$ cat config.mk
export PLATFORM = sky130hd
export DESIGN_NAME = sipo_deser
export DESIGN_NICKNAME = d
export VERILOG_FILES = /design/src/rtl/sipo_deser.sv
export SDC_FILE = /design/constraint.sdc
export NUM_CORES = 1
export LEC_CHECK = 0
export ABC_AREA = 1
export ABC_CLOCK_PERIOD_IN_PS = 1500
export CORE_UTILIZATION = 30
export CTS_CLUSTER_SIZE = 40
export DETAILED_ROUTE_END_ITERATION = 8
export PLACE_DENSITY = 0.6
export SLEW_MARGIN = 20
export SYNTH_ARGS = -nofsm -noshare
export SYNTH_HDL_FRONTEND = slang
export SYNTH_SLANG_ARGS = --single-unit
$ cat constraint.sdc
create_clock -name i_clk -period 1.5 [get_ports i_clk]
set_input_delay 0.3 -clock i_clk [delete_from_list [all_inputs] [get_ports i_clk]]
set_output_delay 0.3 -clock i_clk [all_outputs]
set_load 0.005 [all_outputs]
$ cat src/rtl/sipo_deser.sv
// Serial-in parallel-out deserializer: collects framed bit_en-strobed bits into WIDTH-bit words.
// Completed words go to a valid/ready output register; drops when the register is full set a sticky overrun.
module sipo_deser #(
  parameter int WIDTH     = 4,
  parameter bit LSB_FIRST = 1'b1
) (
  input  logic             i_clk,
  input  logic             i_rst,
  input  logic             i_sin,
  input  logic             i_bit_en,
  input  logic             i_start,
  output logic [WIDTH-1:0] o_dout,
  output logic             o_dout_valid,
  input  logic             i_dout_ready,
  output logic             o_busy,
  output logic             o_overrun,
  input  logic             i_ovr_clr
);

  localparam int CW = $clog2(WIDTH + 1);
  localparam logic [CW-1:0] LP_LAST = CW'(WIDTH);

  typedef enum logic {
    IDLE  = 1'b0,
    SHIFT = 1'b1
  } state_t;

  state_t           r_state;
  state_t           w_state_nxt;
  logic [WIDTH-1:0] r_sreg;
  logic [WIDTH-1:0] w_sreg_nxt;
  logic [CW-1:0]    r_bit_cnt;
  logic [CW-1:0]    w_cnt_nxt;
  logic [CW-1:0]    w_cnt_inc;
  logic [WIDTH-1:0] r_dout;
  logic             r_dout_valid;
  logic             r_overrun;
  logic             w_capture;
  logic             w_complete;
  logic             w_accept;
  logic             w_drop;
  logic             w_load;

  generate
    if (LSB_FIRST) begin : g_lsb
      assign w_sreg_nxt = {i_sin, r_sreg[WIDTH-1:1]};
    end else begin : g_msb
      assign w_sreg_nxt = {r_sreg[WIDTH-2:0], i_sin};
    end
  endgenerate

  assign w_cnt_inc = r_bit_cnt + CW'(1);

  // A start strobe in SHIFT restarts the frame, so it can never complete a word (WIDTH >= 2).
  always_comb begin
    w_state_nxt = r_state;
    w_cnt_nxt   = r_bit_cnt;
    w_capture   = 1'b0;
    w_complete  = 1'b0;
    case (r_state)
      IDLE: begin
        if (i_bit_en && i_start) begin
          w_capture   = 1'b1;
          w_cnt_nxt   = CW'(1);
          w_state_nxt = SHIFT;
        end
      end
      SHIFT: begin
        if (i_bit_en) begin
          w_capture = 1'b1;
          if (i_start) begin
            w_cnt_nxt = CW'(1);
          end else if (w_cnt_inc == LP_LAST) begin
            w_complete  = 1'b1;
            w_cnt_nxt   = '0;
            w_state_nxt = IDLE;
          end else begin
            w_cnt_nxt = w_cnt_inc;
          end
        end
      end
      default: w_state_nxt = IDLE;
    endcase
  end

  assign w_accept = r_dout_valid & i_dout_ready;
  assign w_drop   = w_complete & r_dout_valid & ~i_dout_ready;
  assign w_load   = w_complete & ~w_drop;

  always_ff @(posedge i_clk) begin
    if (i_rst) begin
      r_state      <= IDLE;
      r_sreg       <= '0;
      r_bit_cnt    <= '0;
      r_dout       <= '0;
      r_dout_valid <= 1'b0;
      r_overrun    <= 1'b0;
    end else begin
      r_state   <= w_state_nxt;
      r_bit_cnt <= w_cnt_nxt;
      if (w_capture) r_sreg <= w_sreg_nxt;
      // The completing word is taken straight from the shift path, giving one clock of latency.
      if (w_load) r_dout <= w_sreg_nxt;
      if (w_load)        r_dout_valid <= 1'b1;
      else if (w_accept) r_dout_valid <= 1'b0;
      if (w_drop)         r_overrun <= 1'b1;
      else if (i_ovr_clr) r_overrun <= 1'b0;
    end
  end

  assign o_dout       = r_dout;
  assign o_dout_valid = r_dout_valid;
  assign o_busy       = (r_state == SHIFT);
  assign o_overrun    = r_overrun;

endmodule
==> results.md <==
* Outcome: finished clean
* First-pass GRT wire length at 1810 um
* Quantity of gates resized following cts at 0
* Asr flop ratio synth at 0
* Gr usage total at 0.123
* Slowest stage cell, crit path: clkdlybuf4s50_1
* Post-synth cell types at 17
* Routed length per instance at 9.13 um
* TritonCTS Buffers at 3
* Post-synth EDFFs at 0
* # setup viols final at 0
* Capturing point of the worst reg2reg path: o_dout[3]
* HPWL Detailed at 896 um
* Max Slew Vio Count at 0
* Crit. End Element: output port
* Clock Path Buffers at 2
* P&R area growth vs syn at 35.3%
* Clock Tree Root: clkbuf_4
* Post-CTS Setup Bufs at 0
* Slew headroom at 0.875
* Synthesized area at 584 um^2
* CP required at 1.20 ns
* Post-layout util at 0.444
* Syn. warnings at 0
* Maximum vdd drop at 0.292 mV
* Iteration-0 DRC Markers at 10
* Clk_skew at 0.00396 ns
* Worst-path clk slew at 0.08 ns
* Crit Path Max Fanout at 2
* FF-to-FF setup slack at 0.17 ns
* Worst Path Buf+Inv at 1
* Placement Rows at 15
* GP Congestion at 0.775
* CTS Hold Bufs at 0
* Clk_lat worst skew at 0.27 ns
* TritonRoute pass-1 iters at 2
* PortBufs at 13
* Nets@finish at 105
* Worst Path Arrival at 1.10 ns
* Critical path startpoint category: flop
* PwrDens at 817 nW/um^2
* Most frequent cells in the layout: 13 x clkdlybuf4s50_1, 13 x dfxtp_1, 12 x inv_1
* HP Start: o_overrun
* Most used flip-flop cell after synthesis: dfxtp_1
* CTS tree: yes
* Core area at 1780 um^2
* Origin of the critical flop-to-flop path: r_bit_cnt[0]
* Routed Antenna Nets at 0
* Starting Density at 0.328
* R2R depth at 7
* Hold Path Depth at 2
* Post-synthesis cell count at 74
* Cell chain of the critical path: clkdlybuf4s50_1
* RSZ-0062 raised after global routing: no
* Vias in the first global route at 479
* Syn avg cell area at 7.90 um^2
* Fraction of layout cells with a size suffix above 1 at 0.128
* Die area at 2130 um^2
* Tcrit/Tclk final at 0.935
* Crit path max-delay family: buffers and inverters
* Total grt overflow at 0
* Largest net degree at the start of global routing at 9
* Clock sink count at 13
* Period minus WS final at 1.40 ns
* Hold Path Class: reg -> reg
* Max Cap Violations at 0
* Drt drc at 0
* Slew @ Worst Pin at 0.187 ns
* Syn nets at 84
* Seq/Total Area, Yosys at 0.445
* Final WL at 1090 um
* Final Hold Slack at 0.470 ns
* Vias/cell at 4.28
* Top Ports at 14
* Leakage at 0.344 nW
* Slowest stage delay, CP at 0.50 ns
* Initial antenna violation count at 0
* Hold Path End: o_overrun
* Synthesis-stage register bit count at 13
* # diodes at 0
* Peak Freq at 713 MHz
* Vias post-DR at 509
* Die X-Extent at 46.1 um
* Setup CP Type: reg -> out
* Final Hold Violating Endpoints at 0
* Htree depth at 1
* Fin Setup TNS at 0 ns
* Die height at 46.1 um
worst max-delay path by stage:
stage,from,endpoint,slack (ns),cells past startpoint
after floorplan,r_bit_cnt[0],o_dout[0],0.35,7
after global placement,i_start,o_dout[1],0.07,6
after detailed placement,i_bit_en,o_dout[3],0.05,6
after CTS,o_overrun,o_overrun,0.08,1
after global routing,o_overrun,o_overrun,0.02,1
final,o_overrun,o_overrun,0.1,1
power breakdown:
part | total [mW] | switching, mW | leakage (nW) | internal (mW)
sequential | 0.362 | 0.00578 | 0.106 | 0.356
combinational | 0.0732 | 0.0375 | 0.223 | 0.0357
clock | 0.211 | 0.108 | 0.0150 | 0.103
total | 0.646 | 0.152 | 0.344 | 0.495
metrics by stage:
| stage | cells | setup WS, ns | area, um^2 | total power, mW |
|---|---|---|---|---|
| 2_1_floorplan | 74 | 0.352 | 584 | 0.408 |
| 3_3_place_gp | 115 | 0.0749 | 764 | 0.442 |
| 3_5_place_dp | 115 | 0.0481 | 764 | 0.443 |
| 4_1_cts | 119 | 0.0779 | 791 | 0.658 |
| 5_1_grt | 119 | 0.0228 | 791 | 0.682 |
| 6_report | 119 | 0.0974 | 791 | 0.646 |
flip-flops by register name, summed over array words and instances (netlist names):
register and flops:
o_busy 1, o_dout_valid 1, o_overrun 1, r_bit_cnt 3, r_sreg 3, o_dout 4
layer usage:
metal,part of all wire,vias to the layer above,routed length [um],global-route usage
li1,-,276,-,-
met4,0.016,0,17,0.0882
met1,0.50,222,545,0.137
met2,0.46,9,498,0.206
met5,0,-,0,0
met3,0.023,2,25,0.0235
logic make-up after synthesis:
family / Yosys count / synth area share
XOR/XNOR: 1 / 0.0150
AND/OR/NAND/NOR: 31 / 0.270
flip-flops: 13 / 0.445
AO/OA/AOI/OAI: 12 / 0.103
buffers and inverters: 14 / 0.103
adder cells (fa/ha/maj): 3 / 0.0642
final cells by class:
class | count | area [um^2]
multi-input combinational | 47 | 264
clock buffer | 4 | 26.3
timing repair buffer | 17 | 160
fill | 181 | 992
sequential | 13 | 260
inverter | 13 | 48.8
tap | 25 | 31.3
Yosys cell counts (3+ instances only):
library cell / instances / area [um^2]
o21ai_0: 3 / 15.0
inv_1: 12 / 45.0
nor2_1: 8 / 30.0
nand3_1: 3 / 15.0
ha_1: 3 / 37.5
nand4_1: 4 / 25.0
nand2_1: 11 / 41.3
dfxtp_1: 13 / 260
a21oi_1: 9 / 45.0
Power figures use the tool's default switching activity.
